`config.mk`:
```
export PLATFORM = sky130hd
export DESIGN_NAME = messbauer_multi_side_test_environment_flat
export DESIGN_NICKNAME = d
export VERILOG_FILES = /design/src/rtl/messbauer_multi_side_test_environment_if.sv /design/src/rtl/messbauer_multi_side_test_environment.sv /design/src/flat_wrapper.sv
export SDC_FILE = /design/constraint.sdc
export NUM_CORES = 1
export LEC_CHECK = 0
export CELL_PAD_IN_SITES_DETAIL_PLACEMENT = 0
export CELL_PAD_IN_SITES_GLOBAL_PLACEMENT = 1
export CORE_MARGIN = 2
export CORE_UTILIZATION = 37
export CTS_CLUSTER_SIZE = 14
export DETAILED_ROUTE_END_ITERATION = 8
export GPL_TIMING_DRIVEN = 0
export PLACE_DENSITY = 0.83
export SLEW_MARGIN = 5
export SYNTH_ARGS = -nofsm -noshare
export SYNTH_HDL_FRONTEND = slang
export SYNTH_SLANG_ARGS = --single-unit
```
`constraint.sdc`:
```
create_clock -name global_clock -period 1.5 [get_ports global_clock]
set_input_delay 0.15 -clock global_clock [delete_from_list [all_inputs] [get_ports global_clock]]
set_output_delay 0.15 -clock global_clock [all_outputs]
set_load 0.01 [all_outputs]
```
`src/rtl/messbauer_multi_side_test_environment_if.sv`:
```
// rtl/messbauer_multi_side_test_environment_if.sv - side control inputs and stimulus outputs bundle
//
// Purpose: groups the per-side control and stimulus signals of the test environment.
// Ports (signals):
//   side_enable          per-side run enable            (master -> slave)
//   side_mode            per-side waveform select       (master -> slave)
//   v_channel            channel-advance pulse          (slave -> master)
//   v_start              frame-start pulse              (slave -> master)
//   v_velocity_reference packed per-side reference      (slave -> master)
//   v_lower_threshold    lower-threshold test pulse     (slave -> master)
//   v_upper_threshold    upper-threshold test pulse     (slave -> master)
//   sequencer_busy       reset sequence not yet in RUN  (slave -> master)
interface messbauer_multi_side_test_environment_if #(
   parameter int SIDE_COUNT = 2,
   parameter int REF_WIDTH  = 12
);
   logic [SIDE_COUNT-1:0]           side_enable;
   logic [SIDE_COUNT-1:0]           side_mode;
   logic [SIDE_COUNT-1:0]           v_channel;
   logic [SIDE_COUNT-1:0]           v_start;
   logic [SIDE_COUNT*REF_WIDTH-1:0] v_velocity_reference;
   logic [SIDE_COUNT-1:0]           v_lower_threshold;
   logic [SIDE_COUNT-1:0]           v_upper_threshold;
   logic                            sequencer_busy;

   modport master (
      output side_enable, side_mode,
      input  v_channel, v_start, v_velocity_reference,
             v_lower_threshold, v_upper_threshold, sequencer_busy
   );

   modport slave (
      input  side_enable, side_mode,
      output v_channel, v_start, v_velocity_reference,
             v_lower_threshold, v_upper_threshold, sequencer_busy
   );
endinterface

```
`src/rtl/messbauer_multi_side_test_environment.sv`:
```
// rtl/messbauer_multi_side_test_environment.sv - multi-side Moessbauer velocity stimulus generator
//
// Purpose: reset sequencer (HOLD -> PULSE -> RUN) plus SIDE_COUNT independent
// channel/frame sequencers producing channel pulses, frame starts, a velocity
// reference (sawtooth, optionally triangle) and discriminator threshold test pulses.
// Ports:
//   global_clock  single clock
//   global_reset  synchronous active-high reset
//   env_if        slave modport: side_enable/side_mode in, stimulus outputs out
// Configuration macro: MESSBAUER_TEST_ENV_TRIANGLE_EN builds triangle mode;
// without it side_mode is ignored and every side produces sawtooth.
module messbauer_multi_side_test_environment #(
   parameter int SIDE_COUNT         = 2,
   parameter int CHANNEL_NUMBER     = 512,
   parameter int REF_WIDTH          = 12,
   parameter int CHANNEL_PERIOD     = 50,
   parameter int RESET_HOLD_CYCLES  = 16,
   parameter int RESET_PULSE_CYCLES = 16
) (
   input logic                                    global_clock,
   input logic                                    global_reset,
   messbauer_multi_side_test_environment_if.slave env_if
);
   localparam int IW      = $clog2(CHANNEL_NUMBER);
   localparam int PW      = $clog2(CHANNEL_PERIOD);
   localparam int SHIFT   = REF_WIDTH - IW;
   localparam int SEQ_MAX = (RESET_HOLD_CYCLES > RESET_PULSE_CYCLES) ? RESET_HOLD_CYCLES : RESET_PULSE_CYCLES;
   localparam int CW      = (SEQ_MAX > 1) ? $clog2(SEQ_MAX) : 1;

   localparam logic [1:0] ST_HOLD  = 2'd0;
   localparam logic [1:0] ST_PULSE = 2'd1;
   localparam logic [1:0] ST_RUN   = 2'd2;

   localparam logic [CW-1:0] HOLD_LAST  = CW'(RESET_HOLD_CYCLES - 1);
   localparam logic [CW-1:0] PULSE_LAST = CW'(RESET_PULSE_CYCLES - 1);
   localparam logic [PW-1:0] P_LAST     = PW'(CHANNEL_PERIOD - 1);

   logic [1:0]                           state_q, state_d;
   logic [CW-1:0]                        seq_cnt_q, seq_cnt_d;
   logic [SIDE_COUNT-1:0][PW-1:0]        period_q, period_d;
   logic [SIDE_COUNT-1:0][IW-1:0]        next_idx_q, next_idx_d;
   logic [SIDE_COUNT-1:0][REF_WIDTH-1:0] ref_q, ref_d;
   logic [SIDE_COUNT-1:0]                channel_q, channel_d;
   logic [SIDE_COUNT-1:0]                start_q, start_d;
   logic [SIDE_COUNT-1:0]                odd_q, odd_d;
   logic [SIDE_COUNT-1:0]                lower_q, lower_d;
   logic [SIDE_COUNT-1:0]                upper_q, upper_d;
   logic [SIDE_COUNT-1:0]                side_run;

   function automatic logic [REF_WIDTH-1:0] saw_ref(input logic [IW-1:0] idx);
      saw_ref = REF_WIDTH'(idx) << SHIFT;
   endfunction

`ifdef MESSBAUER_TEST_ENV_TRIANGLE_EN
   // Waveform latched per frame so a mode change never bends a frame mid-way.
   logic [SIDE_COUNT-1:0] mode_q, mode_d;

   // Folding the upper half onto N-1-idx keeps the peak at (N-2)*SCALE, below full scale.
   function automatic logic [REF_WIDTH-1:0] tri_ref(input logic [IW-1:0] idx);
      logic [IW-1:0] fold;
      fold    = idx[IW-1] ? ~idx : idx;
      tri_ref = REF_WIDTH'(fold) << (SHIFT + 1);
   endfunction
`else
   logic unused_side_mode;
   assign unused_side_mode = ^env_if.side_mode;
`endif

   // Reset sequencer
   always_comb begin
      state_d   = state_q;
      seq_cnt_d = seq_cnt_q;
      case (state_q)
         ST_HOLD: begin
            if (seq_cnt_q == HOLD_LAST) begin
               state_d   = ST_PULSE;
               seq_cnt_d = '0;
            end else begin
               seq_cnt_d = seq_cnt_q + 1'b1;
            end
         end
         ST_PULSE: begin
            if (seq_cnt_q == PULSE_LAST) begin
               state_d   = ST_RUN;
               seq_cnt_d = '0;
            end else begin
               seq_cnt_d = seq_cnt_q + 1'b1;
            end
         end
         default: begin
            state_d   = ST_RUN;
            seq_cnt_d = '0;
         end
      endcase
   end

   // Per-side sequencers; a side that is not running is cleared on the next edge,
   // which also makes disable win over a coincident channel pulse.
   always_comb begin
      period_d   = '0;
      next_idx_d = '0;
      ref_d      = '0;
      channel_d  = '0;
      start_d    = '0;
      odd_d      = '0;
      lower_d    = '0;
      upper_d    = '0;
      side_run   = '0;
`ifdef MESSBAUER_TEST_ENV_TRIANGLE_EN
      mode_d     = '0;
`endif
      for (int k = 0; k < SIDE_COUNT; k++) begin
         side_run[k] = (state_q == ST_RUN) && env_if.side_enable[k];
         if (side_run[k]) begin
            lower_d[k]    = channel_q[k];
            upper_d[k]    = channel_q[k] & odd_q[k];
            ref_d[k]      = ref_q[k];
            odd_d[k]      = odd_q[k];
            next_idx_d[k] = next_idx_q[k];
`ifdef MESSBAUER_TEST_ENV_TRIANGLE_EN
            mode_d[k]     = mode_q[k];
`endif
            if (period_q[k] == P_LAST) begin
               period_d[k]   = '0;
               channel_d[k]  = 1'b1;
               start_d[k]    = (next_idx_q[k] == '0);
               odd_d[k]      = next_idx_q[k][0];
               next_idx_d[k] = next_idx_q[k] + 1'b1;
`ifdef MESSBAUER_TEST_ENV_TRIANGLE_EN
               if (next_idx_q[k] == '0)
                  mode_d[k] = env_if.side_mode[k];
               ref_d[k] = mode_d[k] ? tri_ref(next_idx_q[k]) : saw_ref(next_idx_q[k]);
`else
               ref_d[k] = saw_ref(next_idx_q[k]);
`endif
            end else begin
               period_d[k] = period_q[k] + 1'b1;
            end
         end
      end
   end

   always_ff @(posedge global_clock) begin
      if (global_reset) begin
         state_q    <= ST_HOLD;
         seq_cnt_q  <= '0;
         period_q   <= '0;
         next_idx_q <= '0;
         ref_q      <= '0;
         channel_q  <= '0;
         start_q    <= '0;
         odd_q      <= '0;
         lower_q    <= '0;
         upper_q    <= '0;
`ifdef MESSBAUER_TEST_ENV_TRIANGLE_EN
         mode_q     <= '0;
`endif
      end else begin
         state_q    <= state_d;
         seq_cnt_q  <= seq_cnt_d;
         period_q   <= period_d;
         next_idx_q <= next_idx_d;
         ref_q      <= ref_d;
         channel_q  <= channel_d;
         start_q    <= start_d;
         odd_q      <= odd_d;
         lower_q    <= lower_d;
         upper_q    <= upper_d;
`ifdef MESSBAUER_TEST_ENV_TRIANGLE_EN
         mode_q     <= mode_d;
`endif
      end
   end

   assign env_if.v_channel            = channel_q;
   assign env_if.v_start              = start_q;
   assign env_if.v_velocity_reference = ref_q;
   assign env_if.v_lower_threshold    = lower_q;
   assign env_if.v_upper_threshold    = upper_q;
   assign env_if.sequencer_busy       = (state_q != ST_RUN);
endmodule

```
`src/flat_wrapper.sv`:
```
// flat-port wrapper written by rule: the top's interface ports become plain ports
module messbauer_multi_side_test_environment_flat 
#(
   parameter int SIDE_COUNT         = 2,
   parameter int CHANNEL_NUMBER     = 512,
   parameter int REF_WIDTH          = 12,
   parameter int CHANNEL_PERIOD     = 50,
   parameter int RESET_HOLD_CYCLES  = 16,
   parameter int RESET_PULSE_CYCLES = 16
)
  (global_clock, global_reset, env_if_side_enable, env_if_side_mode, env_if_v_channel, env_if_v_start, env_if_v_velocity_reference, env_if_v_lower_threshold, env_if_v_upper_threshold, env_if_sequencer_busy);
  messbauer_multi_side_test_environment_if #(.SIDE_COUNT(SIDE_COUNT), .REF_WIDTH(REF_WIDTH)) env_if_i ();
  input logic global_clock;
  input logic global_reset;
  input wire logic [$bits(env_if_i.side_enable)-1:0] env_if_side_enable;
  input wire logic [$bits(env_if_i.side_mode)-1:0] env_if_side_mode;
  output wire logic [$bits(env_if_i.v_channel)-1:0] env_if_v_channel;
  output wire logic [$bits(env_if_i.v_start)-1:0] env_if_v_start;
  output wire logic [$bits(env_if_i.v_velocity_reference)-1:0] env_if_v_velocity_reference;
  output wire logic [$bits(env_if_i.v_lower_threshold)-1:0] env_if_v_lower_threshold;
  output wire logic [$bits(env_if_i.v_upper_threshold)-1:0] env_if_v_upper_threshold;
  output wire logic [$bits(env_if_i.sequencer_busy)-1:0] env_if_sequencer_busy;
  assign env_if_i.side_enable = env_if_side_enable;
  assign env_if_i.side_mode = env_if_side_mode;
  assign env_if_v_channel = env_if_i.v_channel;
  assign env_if_v_start = env_if_i.v_start;
  assign env_if_v_velocity_reference = env_if_i.v_velocity_reference;
  assign env_if_v_lower_threshold = env_if_i.v_lower_threshold;
  assign env_if_v_upper_threshold = env_if_i.v_upper_threshold;
  assign env_if_sequencer_busy = env_if_i.sequencer_busy;
  messbauer_multi_side_test_environment #(.SIDE_COUNT(SIDE_COUNT), .CHANNEL_NUMBER(CHANNEL_NUMBER), .REF_WIDTH(REF_WIDTH), .CHANNEL_PERIOD(CHANNEL_PERIOD), .RESET_HOLD_CYCLES(RESET_HOLD_CYCLES), .RESET_PULSE_CYCLES(RESET_PULSE_CYCLES)) u_core (.global_clock(global_clock), .global_reset(global_reset), .env_if(env_if_i));
endmodule
```
==> reports/qor.yml, run 1 <==
vias_per_cell: 5.23
syn_avg_cell_area_um2: 9.02
final_nets: 364
io_buffers: 30
ys_seq_area_share_pct: 45.4
ir_drop_uv: 395
pwr-share-clk_pct: 45.0
cts_hold_buf: 0
row_count: 31
place_area_um2: 3180
cts_root_buffer: "clkbuf_8"
cts_buffers: 9
netlist-cell-type-count: 37
start_util_pct: 37.9
ys_ff_latch: 62
antenna_cells: 0
outcome: "complete, no violations"
io_pins: 39
fin_hold_ws_ps: 456
dieArea_um2: 8090
antenna_found_initial: 0
path_max_fanout: 4
p_sw_w: 0.000660
grt_pass1_wl_um: 10500
place.gp.congestion: 0.844
syn-instance-count: 303
grt_usage_pct: 15.8
htreeDepth: 3
routedWlPerCell_um: 13.9
syn-cell-area_um2: 2730
setup_viol: 0
switching_share_pct: 21.3
grt_start_max_net_pins: 11
finClkSkew_ps: 7.70
ant_nets: 0
hold_class: "flip-flop to flip-flop"
clk-insertion-delay-late_ps: 340
final_cell_area_um2: 3510
die_w_um: 89.9
dpl.hpwl_um: 4200
hold_viol: 0
path_clk_slew_ps: 70
critPathArrivalTime_ps: 1750
required_ps: 1770
ys_warn_count: 0
drc: 0
grt_pass1_vias: 2172
area_growth_syn_to_layout_pct: 28.6
drt_first_pass_iters: 5
clock_sinks: 62
pwr-share-seq_pct: 53.6
p_leak_nw: 1.26
power_frac_comb_pct: 1.4
fmax_ghz: 0.677
routed_wl_um: 6290
setup_tns_ps: 0
intPower_w: 0.00243
tritoncts: "built"
die_height_um: 89.9
coreArea_um2: 7210
rsz0062_at_grt: "yes"
p_total_w: 0.00309
num_vias: 2369
drv_cap: 0
grt_remaining_overflow: 0
drt_iter0_markers: 152
clockBufferDepth: 2
path_class: "flip-flop to flip-flop"
cp-end-kind: "flip-flop"
drive_gt1_share_pct: 19.5
post-route-period-util_pct: 98.5
slew_viol_final: 0
powerDensity_nw_per_um2: 880
finalCriticalPeriod_ps: 1480
startpoint_type: "flip-flop"
## path summary, 6_finish.rpt
check / start / endpoint / slack (ps) / depth (start not counted)
setup reg to reg: u_core.period_q[7]$_SDFF_PP0_ / u_core.next_idx_q[13]$_SDFFE_PP0N_ / 20 / 5
hold / removal: u_core.seq_cnt_q[0]$_SDFF_PP0_ / u_core.seq_cnt_q[0]$_SDFF_PP0_ / 460 / 1
setup / recovery: u_core.period_q[7]$_SDFF_PP0_ / u_core.next_idx_q[13]$_SDFFE_PP0N_ / 20 / 5
hold reg to reg: u_core.seq_cnt_q[0]$_SDFF_PP0_ / u_core.seq_cnt_q[0]$_SDFF_PP0_ / 460 / 1
## layer usage
| metal | up-vias | global-route usage [%] | part of all wire, % |
|---|---|---|---|
| met3 | 6 | 4.02 | 2.8 |
| met1 | 1137 | 20.7 | 49 |
| li1 | 1190 | - | - |
| met2 | 36 | 24.9 | 47 |
| met4 | 0 | 6.92 | 1.1 |
| met5 | - | 0 | 0 |
## state kept, by name, indices dropped and copies added, names as in the netlist
signal / count
u_core.env_if.v_lower_threshold: 2
u_core.state_q: 2
u_core.env_if.v_start: 2
u_core.env_if.v_channel: 2
u_core.env_if.v_upper_threshold: 2
u_core.env_if.v_velocity_reference: 18
u_core.seq_cnt_q: 4
u_core.next_idx_q: 18
u_core.period_q: 12
## timing repair
item | CTS | global route
gates cloned | 0 | 1
pin swaps | 0 | 2
gates resized for setup | 16 | 33
setup buffers | 0 | 1
hold endpoints to repair | 0 | 0
endpoints found under the setup margin | 15 | 42
## cell usage after synthesis, drive strengths merged
master | instances | share of area, %
a21boi | 2 | 0.55
a21oi | 35 | 6.4
a31oi | 1 | 0.23
a41oi | 1 | 0.32
and2 | 2 | 0.46
and3 | 6 | 1.4
and3b | 2 | 0.64
and4b | 2 | 0.73
and4bb | 2 | 0.92
buf | 16 | 3.6
clkbuf | 8 | 1.1
conb | 1 | 0.14
dfxtp | 62 | 45
ha | 9 | 4.1
inv | 8 | 1.1
mux2i | 5 | 1.8
nand2 | 10 | 1.4
nand2b | 8 | 1.8
nand3 | 36 | 6.6
nand4 | 6 | 1.4
nand4b | 4 | 2.9
nand4bb | 2 | 0.82
nor2 | 11 | 1.5
nor2b | 1 | 0.23
nor3 | 4 | 0.73
nor4 | 4 | 0.92
nor4b | 2 | 0.64
o21ai | 28 | 5.1
o31ai | 8 | 2.2
or3 | 3 | 0.69
or4 | 8 | 2.2
xnor2 | 3 | 0.96
xor2 | 3 | 0.96
## cell type report
cell class                      instances  area, µm²
Sequential cell                        62       1250
Multi-Input combinational cell        215       1480
Clock buffer                           11        131
Fill cell                             720       3700
Timing Repair Buffer                   31        307
Buffer                                 22        138
Clock inverter                          5       50.0
Inverter                                8       30.0
Tap cell                               99        124
## critical path, cell delays in order, from the launching register on
cell and delay [ps]:
dfxtp_1 330, inv_2 70, ha_4 150, nand4b_2 190, or4_1 540, a21oi_1 140
## kinds of logic (layout without fill, tap and decap cells)
logic type      count (synthesis)  in the layout  synth area share, %
flops                          62             62                 45.4
simple gates                  113            114                 26.0
mux                             5              5                 1.83
other cells                     1              6                0.137
fa+ha+maj                       9              9                 4.12
xor+xnor                        6              6                 1.92
compound gates                 75             75                 14.8
buf+inv                        32             77                 5.77
## per-stage QoR
| stage | utilization [%] | setup WS [ps] | std cells |
|---|---|---|---|
| after floorplan | - | 69.3 | 308 |
| after global placement | 44.0 | -312 | 437 |
| after detailed placement | 44.0 | -339 | 437 |
| after CTS | 47.2 | 0.0965 | 453 |
| after global routing | 48.7 | -39.9 | 453 |
| final | 48.7 | 22.6 | 453 |
## cells in the final DEF (no fill, tap or decap), types with 4 or more instances in the layout
| master | Yosys | layout |
|---|---|---|
| dfxtp_2 | 0 | 10 |
| and3_1 | 6 | 6 |
| o21ai_0 | 28 | 26 |
| clkdlybuf4s50_1 | 0 | 29 |
| nand2b_1 | 8 | 8 |
| a21oi_2 | 0 | 4 |
| conb_1 | 1 | 6 |
| nor2_1 | 11 | 11 |
| o31ai_1 | 8 | 5 |
| mux2i_1 | 5 | 5 |
| inv_1 | 8 | 7 |
| nand3_1 | 36 | 36 |
| a21oi_1 | 35 | 31 |
| or4_4 | 0 | 5 |
| ha_1 | 9 | 7 |
| clkbuf_2 | 0 | 4 |
| nand2_1 | 10 | 10 |
| nand4_1 | 6 | 6 |
| buf_2 | 6 | 7 |
| clkbuf_1 | 8 | 4 |
| buf_4 | 6 | 7 |
| dfxtp_1 | 62 | 52 |
| clkbuf_8 | 0 | 9 |
| clkinv_2 | 0 | 4 |
## power groups by stage
stage          Clock (W)  Combinational [W]  Sequential, W
2_1_floorplan          0          0.0000303        0.00169
3_3_place_gp           0          0.0000424        0.00170
3_5_place_dp           0          0.0000438        0.00170
4_1_cts          0.00143          0.0000437        0.00166
5_1_grt          0.00149          0.0000483        0.00166
6_report         0.00139          0.0000444        0.00166
Power figures use the tool's default switching activity.
==> run 2, diff against run 1 <==
--- a/config.mk
+++ b/config.mk
@@ -9,9 +9,11 @@
 export CELL_PAD_IN_SITES_GLOBAL_PLACEMENT = 1
 export CORE_MARGIN = 2
 export CORE_UTILIZATION = 37
+export CTS_BUF_LIST = sky130_fd_sc_hd__clkbuf_8 sky130_fd_sc_hd__clkbuf_16
 export CTS_CLUSTER_SIZE = 14
 export DETAILED_ROUTE_END_ITERATION = 8
 export GPL_TIMING_DRIVEN = 0
+export MAX_ROUTING_LAYER = met4
 export PLACE_DENSITY = 0.83
 export SLEW_MARGIN = 5
 export SYNTH_ARGS = -nofsm -noshare
==> reports/qor.yml, run 2 (synthesis gave the netlist of run 1 again) <==
outcome: "complete, no violations"
coreArea_um2: 7210  # unchanged
dieArea_um2: 8090  # unchanged
startpoint_type: "flip-flop"
antenna_cells: 0  # unchanged
place.gp.congestion: 0.857  # +1.6%
dpl.hpwl_um: 4200  # unchanged
power_frac_comb_pct: 1.4  # about the same
final_cell_area_um2: 3510  # unchanged
fin_cells: 453  # unchanged
regArea_um2: 1250  # unchanged
multi_input_area_um2: 1480  # unchanged
setup_viol: 0  # unchanged
required_ps: 1770  # about the same
post-route-period-util_pct: 98.6  # about the same
pwr-share-clk_pct: 44.7  # -0.3 points
path_max_fanout: 4  # unchanged
intPower_w: 0.00242  # -0.56%
startpoint: "u_core.period_q[7]$_SDFF_PP0_"
layout_common_cells: "dfxtp_1 (52), nand3_1 (36), a21oi_1 (31), clkdlybuf4s50_1 (29), o21ai_0 (26)"
p_total_w: 0.00308  # -0.44%
hold_class: "flip-flop to flip-flop"
row_count: 31  # unchanged
drt_first_pass_iters: 5  # unchanged
slew_viol_final: 0  # unchanged
final_common_cell: "dfxtp_1"
grt_pass1_wl_um: 10500  # unchanged
r2r_start: "u_core.period_q[7]$_SDFF_PP0_"
rsz0062_at_grt: "yes"
cp_cell_sequence: "inv_2 -> ha_4 -> nand4b_2 -> or4_1 -> a21oi_1"
drv_cap: 0  # unchanged
dp_cells: 437  # unchanged
clk-insertion-delay-late_ps: 340  # about the same
tritoncts: "built"
clockBufferDepth: 2  # unchanged
io_pins: 39  # unchanged
drive_gt1_share_pct: 19.5  # unchanged
num_vias: 2359  # -0.42%
place_area_um2: 3180  # unchanged
cp-end-kind: "flip-flop"
hold_viol: 0  # unchanged
powerDensity_nw_per_um2: 876  # -0.44%
path_clk_slew_ps: 70  # about the same
grt_usage_pct: 16.3  # +0.44 points
pwr-share-seq_pct: 53.8  # +0.2 points
cts_root_buffer: "clkbuf_8"
ant_nets: 0  # unchanged
critPathArrivalTime_ps: 1750  # about the same
n_fill_cell: 720  # unchanged
grt_remaining_overflow: 0  # unchanged
area_growth_syn_to_layout_pct: 28.6  # unchanged
ir_drop_uv: 394  # -0.46%
min_from: "u_core.seq_cnt_q[0]$_SDFF_PP0_"
cts_hold_buf: 0  # unchanged
clock_sinks: 62  # unchanged
critPathBufInv: 1  # unchanged
start_util_pct: 37.9  # unchanged
fmax_ghz: 0.676  # about the same
drc: 0  # unchanged
io_buffers: 30  # unchanged
grt_pass1_vias: 2170  # -0.092%
final_nets: 364  # unchanged
routed_wl_um: 6250  # -0.65%
cts_buffers: 9  # unchanged
htreeDepth: 3  # unchanged
vias_per_cell: 5.21  # -0.42%
die_w_um: 89.9  # unchanged
drt_iter0_markers: 173  # +14%
grt_start_max_net_pins: 11  # unchanged
die_height_um: 89.9  # unchanged
finClkSkew_ps: 6.89  # -0.812 ps
routedWlPerCell_um: 13.8  # -0.65%
cp_top_family: "simple AND/OR/NAND/NOR gates"
antenna_found_initial: 0  # unchanged
p_sw_w: 0.000659  # about the same
crit_path_top_delay_cell: "or4_1"
path_class: "flip-flop to flip-flop"
p_leak_nw: 1.27  # +0.66%
cpPeakStageDelay_ps: 540  # about the same
switching_share_pct: 21.4  # +0.093 points
finalCriticalPeriod_ps: 1480  # +1.20 ps
run 2: changes by cell type in the layout (fill, tap and decap cells not counted):
| cell | before | now |
|---|---|---|
| inv_1 | 7 | 9 |
| clkbuf_1 | 4 | 2 |
run 2: worst paths after layout:
| path | to | slack, ps | cells past startpoint |
|---|---|---|---|
| worst max-delay path | u_core.next_idx_q[13]$_SDFFE_PP0N_ | 20 | 5 |
| worst min-delay path | u_core.seq_cnt_q[0]$_SDFF_PP0_ | 460 | 1 |
| worst max register to register | u_core.next_idx_q[13]$_SDFFE_PP0N_ | 20 | 5 |
| worst min register to register | u_core.seq_cnt_q[0]$_SDFF_PP0_ | 460 | 1 |
run 2: per-stage QoR:
step                      util, %  setup TNS (ps)  worst slack [ps]  hold slack (ps)
after floorplan                 -               0              69.3              222
after global placement       44.0           -7540              -312              435
after detailed placement     44.0           -7640              -339              446
after CTS                    47.2               0              1.97              440
after global routing         48.7            -134             -40.0              470
final                        48.7               0              21.4              456
run 2: final cells by class:
class                      instances  area share [%]
clock buffer                       9            3.52
timing repair buffer              31            8.72
sequential                        62            35.7
tap                               99            3.52
multi-input combinational        215            42.2
inverter                           8           0.854
clock inverter                     7            1.64
buffer                            22            3.92
run 2: per-layer routing:
layer | up-vias | global-route usage, % | routed length [µm] | share of wire (%)
met1 | 1125 | 20.6 | 2970 | 48
met2 | 38 | 24.9 | 3000 | 48
met3 | 5 | 4.02 | 215 | 3.4
li1 | 1191 | - | - | -
met4 | 0 | 6.92 | 55 | 0.88
met5 | - | - | 0 | 0
run 2: timing repair:
| item | 4_1_cts | 5_1_grt |
|---|---|---|
| setup endpoints to repair | 15 | 42 |
| buffers inserted | 0 | 1 |
| cloned | 0 | 1 |
| resized for setup | 17 | 32 |
| pin swaps | 0 | 2 |
run 2: power by group through the flow:
stage	logic [W]	clock network (W)	registers, W
2_1_floorplan	0.0000303	0	0.00169
3_3_place_gp	0.0000424	0	0.00170
3_5_place_dp	0.0000438	0	0.00170
4_1_cts	0.0000437	0.00141	0.00166
5_1_grt	0.0000483	0.00147	0.00166
6_report	0.0000444	0.00138	0.00166
